<file path="src/rtl/alarm_pkg.sv">
// Shared types and keypad constants for the alarm sequencer.
package alarm_pkg;

    typedef enum logic [1:0] {
        IDLE    = 2'd0,
        ARMED   = 2'd1,
        RINGING = 2'd2,
        SNOOZE  = 2'd3
    } alarm_state_t;

    // Keypad codes, matching the key_15 / key_16 defines.
    localparam logic [4:0] KEY_SNOOZE_C = 5'd15;
    localparam logic [4:0] KEY_STOP_C   = 5'd16;

endpackage

</file>
<file path="src/rtl/alarm_ctrl_if.sv">
// Timekeeping/keypad inputs and ring/status outputs of the alarm sequencer.
interface alarm_ctrl_if;

    logic       sec_tick;
    logic [4:0] key_code;
    logic [4:0] cur_h;
    logic [5:0] cur_m;
    logic [4:0] alm_h;
    logic [5:0] alm_m;
    logic       alarm_en;
    logic       ring;
    logic [1:0] state_o;
    logic [1:0] snooze_cnt_o;

    // Master drives time, keys and enable; slave (the sequencer) drives status.
    modport master (
        output sec_tick, key_code, cur_h, cur_m, alm_h, alm_m, alarm_en,
        input  ring, state_o, snooze_cnt_o
    );

    modport slave (
        input  sec_tick, key_code, cur_h, cur_m, alm_h, alm_m, alarm_en,
        output ring, state_o, snooze_cnt_o
    );

endinterface

</file>
<file path="src/rtl/alarm_ctrl_key_event.sv">
// Keypad edge detector: one pulse per new non-zero code, so a held key fires once.
module key_event
    import alarm_pkg::*;
#(
    parameter logic [4:0] KEY_SNOOZE = KEY_SNOOZE_C,
    parameter logic [4:0] KEY_STOP   = KEY_STOP_C
) (
    input  logic       mclk,
    input  logic       rst_n,
    input  logic [4:0] key_code_i,
    output logic       snooze_ev_o,
    output logic       stop_ev_o
);

    logic [4:0] key_q;
    logic       ev;

    // Previous key code, used to detect a change.
    always_ff @(posedge mclk) begin
        if (!rst_n) begin
            key_q <= 5'd0;
        end else begin
            key_q <= key_code_i;
        end
    end

    // Event on a change to any non-zero code; decode the two codes of interest.
    always_comb begin
        ev          = (key_code_i != key_q) && (key_code_i != 5'd0);
        snooze_ev_o = ev && (key_code_i == KEY_SNOOZE);
        stop_ev_o   = ev && (key_code_i == KEY_STOP);
    end

endmodule

</file>
<file path="src/rtl/alarm_ctrl.sv">
// Alarm sequencer: match-edge trigger, ring timeout, snooze and stop handling.
module alarm_ctrl
    import alarm_pkg::*;
#(
    parameter int unsigned RING_SEC   = 60,
    parameter int unsigned SNOOZE_SEC = 300,
    parameter int unsigned MAX_SNOOZE = 3,
    parameter logic [4:0]  KEY_SNOOZE = KEY_SNOOZE_C,
    parameter logic [4:0]  KEY_STOP   = KEY_STOP_C
) (
    input  logic          mclk,
    input  logic          rst_n,
    alarm_ctrl_if.slave   bus
);

    localparam int unsigned MaxSec = (RING_SEC > SNOOZE_SEC) ? RING_SEC : SNOOZE_SEC;
    localparam int unsigned TimerW = $clog2(MaxSec + 1);

    alarm_state_t      state_q, state_d;
    logic [TimerW-1:0] timer_q, timer_d;
    logic [1:0]        cnt_q, cnt_d;
    logic              match, match_q, trigger;
    logic              ring_q;
    logic              snooze_ev, stop_ev;

    key_event #(
        .KEY_SNOOZE (KEY_SNOOZE),
        .KEY_STOP   (KEY_STOP)
    ) u_key_event (
        .mclk        (mclk),
        .rst_n       (rst_n),
        .key_code_i  (bus.key_code),
        .snooze_ev_o (snooze_ev),
        .stop_ev_o   (stop_ev)
    );

    // Trigger only on the rising edge of time equality.
    always_comb begin
        match   = (bus.cur_h == bus.alm_h) && (bus.cur_m == bus.alm_m);
        trigger = match && !match_q;
    end

    // State, timer, snooze count, match history and registered ring.
    always_ff @(posedge mclk) begin
        if (!rst_n) begin
            state_q <= IDLE;
            timer_q <= '0;
            cnt_q   <= 2'd0;
            match_q <= 1'b0;
            ring_q  <= 1'b0;
        end else begin
            state_q <= state_d;
            timer_q <= timer_d;
            cnt_q   <= cnt_d;
            match_q <= match;
            ring_q  <= (state_d == RINGING);
        end
    end

    // Next state; disarm wins, then stop > snooze > timeout while ringing.
    always_comb begin
        state_d = state_q;
        cnt_d   = cnt_q;
        timer_d = timer_q;
        if (bus.sec_tick && (state_q == RINGING || state_q == SNOOZE)) begin
            timer_d = timer_q + TimerW'(1);
        end

        if (!bus.alarm_en) begin
            state_d = IDLE;
            timer_d = '0;
            cnt_d   = 2'd0;
        end else begin
            unique case (state_q)
                IDLE: begin
                    state_d = ARMED;
                    timer_d = '0;
                end
                ARMED: begin
                    if (trigger) begin
                        state_d = RINGING;
                        timer_d = '0;
                        cnt_d   = 2'd0;
                    end
                end
                RINGING: begin
                    if (stop_ev) begin
                        state_d = ARMED;
                        timer_d = '0;
                    end else if (snooze_ev && (cnt_q < 2'(MAX_SNOOZE))) begin
                        state_d = SNOOZE;
                        timer_d = '0;
                        cnt_d   = cnt_q + 2'd1;
                    end else if (bus.sec_tick && (timer_q == TimerW'(RING_SEC - 1))) begin
                        state_d = ARMED;
                        timer_d = '0;
                    end
                end
                SNOOZE: begin
                    if (stop_ev) begin
                        state_d = ARMED;
                        timer_d = '0;
                    end else if (bus.sec_tick && (timer_q == TimerW'(SNOOZE_SEC - 1))) begin
                        state_d = RINGING;
                        timer_d = '0;
                    end
                end
                default: begin
                    state_d = IDLE;
                    timer_d = '0;
                    cnt_d   = 2'd0;
                end
            endcase
        end
    end

    // Outputs straight from registers so ring and state_o stay aligned.
    always_comb begin
        bus.ring         = ring_q;
        bus.state_o      = state_q;
        bus.snooze_cnt_o = cnt_q;
    end

endmodule

</file>
<file path="src/flat_wrapper.sv">
// flat-port wrapper written by rule: the top's interface ports become plain ports
module alarm_ctrl_flat import alarm_pkg::*;
#(
    parameter int unsigned RING_SEC   = 60,
    parameter int unsigned SNOOZE_SEC = 300,
    parameter int unsigned MAX_SNOOZE = 3,
    parameter logic [4:0]  KEY_SNOOZE = KEY_SNOOZE_C,
    parameter logic [4:0]  KEY_STOP   = KEY_STOP_C
)
  (mclk, rst_n, bus_sec_tick, bus_key_code, bus_cur_h, bus_cur_m, bus_alm_h, bus_alm_m, bus_alarm_en, bus_ring, bus_state_o, bus_snooze_cnt_o);
  alarm_ctrl_if bus_i ();
  input  logic mclk;
  input  logic rst_n;
  input wire logic [$bits(bus_i.sec_tick)-1:0] bus_sec_tick;
  input wire logic [$bits(bus_i.key_code)-1:0] bus_key_code;
  input wire logic [$bits(bus_i.cur_h)-1:0] bus_cur_h;
  input wire logic [$bits(bus_i.cur_m)-1:0] bus_cur_m;
  input wire logic [$bits(bus_i.alm_h)-1:0] bus_alm_h;
  input wire logic [$bits(bus_i.alm_m)-1:0] bus_alm_m;
  input wire logic [$bits(bus_i.alarm_en)-1:0] bus_alarm_en;
  output wire logic [$bits(bus_i.ring)-1:0] bus_ring;
  output wire logic [$bits(bus_i.state_o)-1:0] bus_state_o;
  output wire logic [$bits(bus_i.snooze_cnt_o)-1:0] bus_snooze_cnt_o;
  assign bus_i.sec_tick = bus_sec_tick;
  assign bus_i.key_code = bus_key_code;
  assign bus_i.cur_h = bus_cur_h;
  assign bus_i.cur_m = bus_cur_m;
  assign bus_i.alm_h = bus_alm_h;
  assign bus_i.alm_m = bus_alm_m;
  assign bus_i.alarm_en = bus_alarm_en;
  assign bus_ring = bus_i.ring;
  assign bus_state_o = bus_i.state_o;
  assign bus_snooze_cnt_o = bus_i.snooze_cnt_o;
  alarm_ctrl #(.RING_SEC(RING_SEC), .SNOOZE_SEC(SNOOZE_SEC), .MAX_SNOOZE(MAX_SNOOZE), .KEY_SNOOZE(KEY_SNOOZE), .KEY_STOP(KEY_STOP)) u_core (.mclk(mclk), .rst_n(rst_n), .bus(bus_i));
endmodule
</file>
<file path="config.mk">
export PLATFORM = sky130hd
export DESIGN_NAME = alarm_ctrl_flat
export DESIGN_NICKNAME = d
export VERILOG_FILES = /design/src/rtl/alarm_pkg.sv /design/src/rtl/alarm_ctrl_if.sv /design/src/rtl/alarm_ctrl_key_event.sv /design/src/rtl/alarm_ctrl.sv /design/src/flat_wrapper.sv
export SDC_FILE = /design/constraint.sdc
export NUM_CORES = 1
export LEC_CHECK = 0
export CAP_MARGIN = 20
export CORE_MARGIN = 2
export CORE_UTILIZATION = 35
export CTS_CLUSTER_DIAMETER = 50
export DETAILED_ROUTE_END_ITERATION = 10
export HOLD_SLACK_MARGIN = 0.03
export MAX_ROUTING_LAYER = met4
export PLACE_DENSITY = 0.66
export SLEW_MARGIN = 20
export SYNTH_ARGS = -nofsm -noshare
export SYNTH_HDL_FRONTEND = slang
export SYNTH_SLANG_ARGS = --single-unit
</file>
<file path="constraint.sdc">
create_clock -name mclk -period 2.3 [get_ports mclk]
set_input_delay 0.23 -clock mclk [delete_from_list [all_inputs] [get_ports mclk]]
set_output_delay 0.23 -clock mclk [all_outputs]
set_load 0.03 [all_outputs]
</file>
Word-level counts from Yosys, hierarchy flattened
Cells that the tools add are included.
Widths: inputs -> output; s select.
{"block": "classes", "order_cmp": 1, "muxes": 20, "n_reduce_logical": 16, "n_eq_ne": 14, "n_addsub": 2}
{"operator": "$mux 9", "count": 7}
{"operator": "$pmux 9 s4", "count": 1}
{"operator": "$mux 2", "count": 10}
{"operator": "$add 9x1->9 const B", "count": 1}
{"operator": "$eq 9x6->1 const B", "count": 1}
{"operator": "$eq 9x9->1 const B", "count": 1}
{"operator": "$logic_and 1x1->1", "count": 9}
{"operator": "$pmux 2 s4", "count": 1}
{"operator": "$eq 2x2->1 const B", "count": 3}
{"operator": "$eq 6x6->1", "count": 1}
{"operator": "$eq 5x4->1 const B", "count": 1}
{"operator": "$eq 5x5->1", "count": 1}
{"operator": "$eq 5x5->1 const B", "count": 1}
{"operator": "$ne 5x5->1", "count": 1}
{"operator": "$reduce_bool 5->1", "count": 1}
{"operator": "$ne 2x2->1 const B", "count": 2}
{"operator": "$pmux 2 s2", "count": 1}
{"operator": "$reduce_and 4->1", "count": 1}
{"operator": "$add 2x1->2 const B", "count": 1}
{"operator": "$eq 2x1->1 const B", "count": 1}
{"operator": "$logic_not 2->1", "count": 1}
{"operator": "$lt 2x2->1 const B", "count": 1}
{"operator": "$ne 2x1->1 const B", "count": 1}
{"operator": "$reduce_and 2->1", "count": 1}
{"operator": "other kinds (3)", "count": 3}
{"block": "totals", "word_cells": 59, "reg_bits": 20, "output_inout_bits": 5, "inputBits": 31}

Depth between registers and ports, before layout
Gate-level depths: netlist of run 1.
{"block": "depth", "ltp_word": 9, "ltp_mapped": 6, "depth_no_buf": 6}

Hierarchy
Synthesis of run 1 repeated with hierarchy kept, for this count alone.
{"block": "unflattened", "hier_cells": 123, "hier_area_um2": 1066.0}
{"mod": "alarm_ctrl", "cells_each": 102, "instances": 1, "area_per_inst_um2": 853.3}
{"mod": "key_event", "cells_each": 21, "instances": 1, "area_per_inst_um2": 212.7}

Least setup slack after synthesis of run 1
No wires, ideal clock.
{"block": "synth_timing", "path_kind": "register to register", "start": "reg u_core.timer_q[2]", "end": "reg u_core.timer_q[0]", "arrival_ps": 1619, "required_time_ps": 2170, "setup_slack_ps": 551, "setup_ps": 130, "path_stages_with_launch": 6, "path_cell_list": "dfxtp_1 > or4b_4 > o41ai_2 > nor2_1 > a32oi_4 > a21oi_1"}
{"block": "synth_between", "elab_chain_len": 6}
{"element": "start: declaration", "line": "alarm_ctrl.sv:20", "source": "logic [TimerW-1:0] timer_q, timer_d;"}
{"element": "start signal: assignment", "line": "alarm_ctrl.sv:53", "source": "timer_q <= timer_d;"}
{"element": "$eq 9x6->1", "line": "alarm_ctrl.sv:94", "source": "end else if (bus.sec_tick && (timer_q == TimerW'(RING_SEC - 1))) begin"}
{"element": "$logic_and 1x1->1", "line": "alarm_ctrl.sv:94"}
{"element": "$mux 9", "line": "alarm_ctrl.sv:94"}
{"element": "$mux 9", "line": "alarm_ctrl.sv:90", "source": "end else if (snooze_ev && (cnt_q < 2'(MAX_SNOOZE))) begin"}
{"element": "$mux 9", "line": "alarm_ctrl.sv:87", "source": "if (stop_ev) begin"}
{"element": "$pmux 9 s4 (*)", "line": "alarm_ctrl.sv:74", "source": "unique case (state_q)"}
Every way passes the cells marked *; elsewhere a longest branch is shown, timed or not.
A chain may end at the register's enable or synchronous reset.

Final worst setup path of run 1
{"block": "layout_timing", "start": "reg u_core.timer_q[2]", "end": "reg u_core.timer_q[7]"}
{"block": "layout_between", "elab_chain_len": 6}
{"element": "$add 9x1->9 / $eq 9x6->1 (equally long branches)", "line": "alarm_ctrl.sv:66, alarm_ctrl.sv:94"}
{"element": "$mux 9 / $logic_and 1x1->1 (equally long branches)", "line": "alarm_ctrl.sv:65, alarm_ctrl.sv:94"}
{"element": "$mux 9", "line": "alarm_ctrl.sv:94"}
{"element": "$mux 9", "line": "alarm_ctrl.sv:90"}
{"element": "$mux 9", "line": "alarm_ctrl.sv:87"}
{"element": "$pmux 9 s4 (*)", "line": "alarm_ctrl.sv:74"}
Marked as above.

==> reports/metrics.cfg, run 1 <==
[timing]
slew_viol_final = 0
skew_ns = 0.00925
min_period_over_period = 0.848
relSlewSlack = 0.701
setup-violations-final = 0
max_freq_mhz = 513
tightest_slew_ns = 0.444
setup_tns_ns = 0
rsz0062_at_grt = no
hold_viol = 0
period_needed_ns = 1.95
timing.final.ws_setup_ns = 0.349

[cells_and_area]
fin_cells = 212
fin_area_sq_mm = 0.00161
finalNetCount = 202
layout-drive-gt1-share = 0.0714
final_common_cell = clkdlybuf4s50_1
layout_common_cells = clkdlybuf4s50_1, dfxtp_1, xor2_1, a21oi_1, nand2_1
post-route-util = 0.522
antenna_cells = 0
area_growth_pct = 41.7
nFillCells = 302

[global_routing]
grt_pass1_vias = 1072
grt_max_degree = 13
grt_use_total = 0.171
grt-ovfl-total = 0
antenna_found_initial = 0
grt_pass1_wl_um = 4600

[clocking]
cts_max_level = 1
post-cts-setup-buffers = 0
cts_tree = built
clock_sinks = 20
clk_pin_slew_worst_paths_ns = 0.13
cts_max_path_buffers = 2
cts-root-buf = clkbuf_4
numCtsBuffers = 3
cts_resized = 0
ctsHoldBuffers = 0
clk_latency_ns = 0.31

[synth]
synth_cells = 128
synth_area_sq_mm = 0.00113
synth_xor_area_frac = 0.185
synth_compound_area_frac = 0.155
synth_cell_type_count = 32
yosys.area_share.adder = 0.0221
synth_top_family_by_area = simple AND/OR/NAND/NOR gates
synth_seq_cells = 20
synth-simple-area-share = 0.259
synth_nets = 161
syn_avg_cell_area_sq_um = 8.87
muxShareOfSynthArea = 0.00882
ys_seq_area_frac = 0.353
synth_warnings = 0

[floorplan]
die_w_um = 60.9
die-height_um = 60.9
boundaryPins = 36
dieArea_sq_mm = 0.00371
coreArea_sq_mm = 0.00308
rows = 20
start_util = 0.369

[place]
place_congestion = 0.755
dpl.cell_count = 208
place_area_sq_mm = 0.00156
place_ws_ns = 0.119
io_buffers = 35
dp_hpwl_um = 2200

[power_and_ir_drop]
p_leak_nw = 0.538
p_clk_frac = 0.386
power_switching_share = 0.223
ir_drop_mv = 0.341
comb_power_share = 0.153
power.internal_mw = 0.600
p_switching_mw = 0.173
p_per_area_mw_per_mm2 = 481
power_frac_seq = 0.461

[run]
maxCapViolCount = 0

[routing]
ant_nets = 0
drt_wl_total_um = 2720
wl_per_cell_um = 12.8
drc = 0
drtIter0Drc = 36
via_count = 1056
first_pass_iters = 4
vias_per_cell = 4.98

[hold_path]
hold_class = register to register

[setup_path]
arrival_ns = 2.15
crit_fanout = 9
cp-end-kind = register
crit_type = register to register
worst_ep_required_time_ns = 2.50
cp-start-kind = register

[outcome]
status = complete, no violations

logic make-up (layout without fill, tap and decap cells):
kind of cell             Yosys count  count (layout)
multiplexers                       1               1
flip-flops                        20              20
adder cells (fa/ha/maj)            2               2
AND/OR/NAND/NOR                   51              51
AO/OA/AOI/OAI                     25              25
XOR/XNOR                          24              24
buffers and inverters              5              45
Yosys cell counts:
cell type / count / share of area
a21oi_1: 10 / 0.044
a2bb2oi_1: 1 / 0.0077
a311oi_1: 1 / 0.0077
a31oi_1: 1 / 0.0055
a32oi_4: 1 / 0.024
a41oi_1: 1 / 0.0077
and2_1: 8 / 0.044
and2_2: 1 / 0.0066
and4_1: 2 / 0.015
buf_1: 1 / 0.0033
clkbuf_1: 1 / 0.0033
dfxtp_1: 20 / 0.35
ha_1: 2 / 0.022
inv_1: 3 / 0.0099
mux2i_1: 1 / 0.0088
nand2_1: 9 / 0.030
nand2b_1: 1 / 0.0055
nand3_1: 5 / 0.022
nand4_1: 6 / 0.033
nor2_1: 4 / 0.013
nor2b_1: 1 / 0.0055
nor3_1: 5 / 0.022
nor4_1: 6 / 0.033
nor4_2: 1 / 0.011
o21a_1: 1 / 0.0066
o21ai_0: 7 / 0.031
o31ai_1: 1 / 0.0066
o41ai_2: 1 / 0.014
or3_1: 1 / 0.0055
or4b_4: 1 / 0.012
xnor2_1: 7 / 0.054
xor2_1: 17 / 0.13
path summary, 6_finish.rpt:
check	from	to	slack (ns)	cells after the start
worst min register to register	u_core.bus.snooze_cnt_o[0]$_SDFFE_PN0P_	u_core.bus.snooze_cnt_o[0]$_SDFFE_PN0P_	0.53	1
worst max-delay path	u_core.timer_q[2]$_SDFF_PN0_	u_core.timer_q[7]$_SDFF_PN0_	0.35	5
worst min-delay path	u_core.bus.snooze_cnt_o[0]$_SDFFE_PN0P_	u_core.bus.snooze_cnt_o[0]$_SDFFE_PN0P_	0.53	1
worst max register to register	u_core.timer_q[2]$_SDFF_PN0_	u_core.timer_q[7]$_SDFF_PN0_	0.35	5
registers in the layout (all words and copies together), names as in the netlist:
signal / cells
u_core.timer_q: 9
u_core.bus.state_o: 2
u_core.u_key_event.key_q: 5
u_core.bus.snooze_cnt_o: 2
u_core.bus.ring: 1
u_core.match_q: 1
stage by stage:
step                power [mW]  hold WS [ns]
floorplan                0.409         0.352
global placement         0.480         0.483
detailed placement       0.482         0.502
CTS                      0.780         0.520
global route             0.813         0.554
finish                   0.773         0.526
power groups by stage:
stage	Combinational, mW	Clock (mW)	Sequential [mW]
final	0.118	0.298	0.356
after global routing	0.128	0.327	0.358
after CTS	0.119	0.305	0.357
after detailed placement	0.118	0	0.364
after global placement	0.116	0	0.364
after floorplan	0.0440	0	0.365
layout make-up:
class                   count  area [sq um]  share of cell area
repair buffers             38           373               0.232
multi-input cells         103           716               0.445
clock inverters             1          30.0              0.0187
inverters                   3          11.3             0.00700
well taps                  44          55.1              0.0342
flip-flops and latches     20           400               0.249
clock buffers               3          22.5              0.0140
worst max-delay path, stage by stage (launching register included):
cell,delay [ns]
dfxtp_1,0.35
or4b_4,0.55
o41ai_2,0.36
nor2_1,0.13
a32oi_4,0.33
a21oi_1,0.12
routing by layer:
metal / wire (um) / GRT usage / vias to the layer above / part of all wire
met5: 0 / - / - / 0
met4: 8 / 0.0373 / 0 / 0.0029
met3: 86 / 0.0320 / 2 / 0.032
met2: 1350 / 0.301 / 21 / 0.50
met1: 1270 / 0.201 / 488 / 0.47
li1: - / - / 545 / -
No activity file was read; power rests on OpenSTA's default activity.
==> run 2, diff against run 1 <==
--- a/config.mk
+++ b/config.mk
@@ -12,7 +12,7 @@
 export DETAILED_ROUTE_END_ITERATION = 10
 export HOLD_SLACK_MARGIN = 0.03
 export MAX_ROUTING_LAYER = met4
-export PLACE_DENSITY = 0.66
+export PLACE_DENSITY = 0.69
 export SLEW_MARGIN = 20
 export SYNTH_ARGS = -nofsm -noshare
 export SYNTH_HDL_FRONTEND = slang
==> constraint.sdc (replaced) <==
create_clock -name mclk -period 1.7 [get_ports mclk]
set_input_delay 0.17 -clock mclk [delete_from_list [all_inputs] [get_ports mclk]]
set_output_delay 0.17 -clock mclk [all_outputs]
set_load 0.03 [all_outputs]
==> run 2 against run 1 <==
The run now ends with negative setup slack left; combinational power rose by 60%; count of clock-buffer cells in the layout did not move; sequential cell count did not move; power rose by 16%; cell area rose by 12%; register-to-register slack got worse by 0.43 ns; sequential power rose by 36%; die area did not move; clock skew fell by 0.0055 ns.
==> reports/metrics.cfg, run 2 (synthesized netlist as in run 1, its figures left out) <==
[power_and_ir_drop]
p_per_area_mw_per_mm2 = 499  ; was 481 mW/mm^2
p_total_mw = 0.897  ; was 0.773 mW
ir_drop_mv = 0.316  ; was 0.341 mV
p_leak_nw = 0.637  ; was 0.538 nW

[timing]
whs_ns = 0.506  ; was 0.526 ns
slew_viol_final = 0  ; unchanged
skew_ns = 0.00376  ; was 0.00925 ns
rsz0062_at_grt = yes  ; was no
relSlewSlack = 0.716  ; was 0.701
timing.final.ws_setup_ns = -0.0804  ; was 0.349 ns
setup-violations-final = 11  ; was 0
min_period_over_period = 1.05  ; was 0.848
hold_viol = 0  ; unchanged
period_needed_ns = 1.78  ; was 1.95 ns
max_freq_mhz = 562  ; was 513 MHz
tightest_slew_ns = 0.425  ; was 0.444 ns

[routing]
via_count = 1172  ; was 1056
vias_per_cell = 5.12  ; was 4.98
drtIter0Drc = 24  ; was 36
ant_nets = 0  ; unchanged
wl_per_cell_um = 13.9  ; was 12.8 um
drc = 0  ; unchanged
first_pass_iters = 4  ; unchanged
drt_wl_total_um = 3180  ; was 2720 um

[clocking]
cts_tree = built  ; unchanged
post-cts-setup-buffers = 0  ; unchanged
cts-root-buf = clkbuf_4  ; unchanged
numCtsBuffers = 3  ; unchanged
clk_pin_slew_worst_paths_ns = 0.11  ; was 0.13 ns
cts_max_level = 1  ; unchanged
clock_sinks = 20  ; unchanged
cts_max_path_buffers = 2  ; unchanged
clk_latency_ns = 0.30  ; was 0.31 ns

[place]
dp_hpwl_um = 2380  ; was 2200 um
io_buffers = 35  ; unchanged
place_congestion = 0.784  ; was 0.755

[cells_and_area]
nFillCells = 290  ; was 302
layout_common_cells = clkdlybuf4s50_1, dfxtp_1, buf_4, xor2_1  ; was clkdlybuf4s50_1, dfxtp_1, xor2_1, a21oi_1, nand2_1
reg_top3 = u_core.timer_q (9), u_core.u_key_event.key_q (5)  ; unchanged
layout-drive-gt1-share = 0.216  ; was 0.0714
largest_reg_flops = 9  ; unchanged
area_growth_pct = 58.4  ; was 41.7%
finalNetCount = 220  ; was 202
final_common_cell = clkdlybuf4s50_1  ; unchanged
post-route-util = 0.584  ; was 0.522
antenna_cells = 0  ; unchanged
top_register = u_core.timer_q  ; unchanged

[outcome]
violations = negative setup slack
status = finished with violations  ; was complete, no violations

[floorplan]
rows = 20  ; unchanged
coreArea_sq_mm = 0.00308  ; unchanged
start_util = 0.369  ; unchanged
die_w_um = 60.9  ; unchanged
dieArea_sq_mm = 0.00371  ; unchanged
boundaryPins = 36  ; unchanged
die-height_um = 60.9  ; unchanged

[global_routing]
grt_use_total = 0.194  ; was 0.171
grt_pass1_vias = 1187  ; was 1072
grt_max_degree = 13  ; unchanged
antenna_found_initial = 0  ; unchanged
grt_pass1_wl_um = 5190  ; was 4600 um
grt-ovfl-total = 0  ; unchanged

[setup_path]
worst_ep_required_time_ns = 1.89  ; was 2.50 ns
crit_type = register to register  ; unchanged
cp-end-kind = register  ; unchanged
arrival_ns = 1.97  ; was 2.15 ns
crit_fanout = 5  ; was 9
cp-start-kind = register  ; unchanged

[run]
maxCapViolCount = 0  ; unchanged

[hold_path]
hold_class = input pin to register  ; was register to register

[run 2: repair_timing]
item,in CTS,in global routing
endpoints found under the setup margin,14,12
gates resized for setup,8,12
hold buffers,0,0
pin swaps,9,6
cloned,1,1
[run 2: cell type report]
class / count / area, sq um / area share
clock buffers: 3 / 22.5 / 0.0125
multi-input cells: 104 / 802 / 0.446
inverters: 3 / 11.3 / 0.00626
repair buffers: 55 / 505 / 0.281
well taps: 44 / 55.1 / 0.0306
flip-flops and latches: 20 / 402 / 0.223
[run 2: final timing paths]
check	start	depth (start not counted)	slack (ns)	to
setup / recovery	u_core.timer_q[2]$_SDFF_PN0_	5	-0.08	u_core.timer_q[3]$_SDFF_PN0_
hold reg to reg	u_core.bus.snooze_cnt_o[1]$_SDFFE_PN0P_	2	0.52	u_core.bus.snooze_cnt_o[1]$_SDFFE_PN0P_
setup reg to reg	u_core.timer_q[2]$_SDFF_PN0_	5	-0.08	u_core.timer_q[3]$_SDFF_PN0_
hold / removal	bus_alarm_en	3	0.51	u_core.bus.state_o[1]$_SDFF_PN0_
[run 2: power by group]
part / switching [mW] / internal, mW / total (mW) / leakage (nW)
sequential: 0.00742 / 0.476 / 0.483 / 0.163
combinational: 0.0754 / 0.114 / 0.189 / 0.460
clock: 0.142 / 0.0827 / 0.225 / 0.0138
total: 0.225 / 0.672 / 0.897 / 0.637
[run 2: metrics by stage]
step | setup TNS, ns | setup slack [ns] | cells | area (sq um)
2_1_floorplan | 0 | 0.0616 | 128 | 1130
3_3_place_gp | -2.90 | -0.261 | 224 | 1680
3_5_place_dp | -4.24 | -0.393 | 224 | 1680
4_1_cts | -0.626 | -0.0727 | 228 | 1740
5_1_grt | -1.27 | -0.137 | 229 | 1800
6_report | -0.686 | -0.0804 | 229 | 1800
[run 2: metal layers]
layer / vias up / track usage / share of wire
met2: 19 / 0.344 / 0.54
met5: - / - / 0
met3: 8 / 0.0469 / 0.029
met4: 0 / 0.0435 / 0.013
li1: 584 / - / -
met1: 561 / 0.220 / 0.42
[run 2: critical path: stages, from the launching register on]
cell and delay, ns:
dfxtp_2 0.34, or4b_4 0.57, o41ai_4 0.25, nor2_2 0.11, a32oi_4 0.28, a21oi_1 0.12
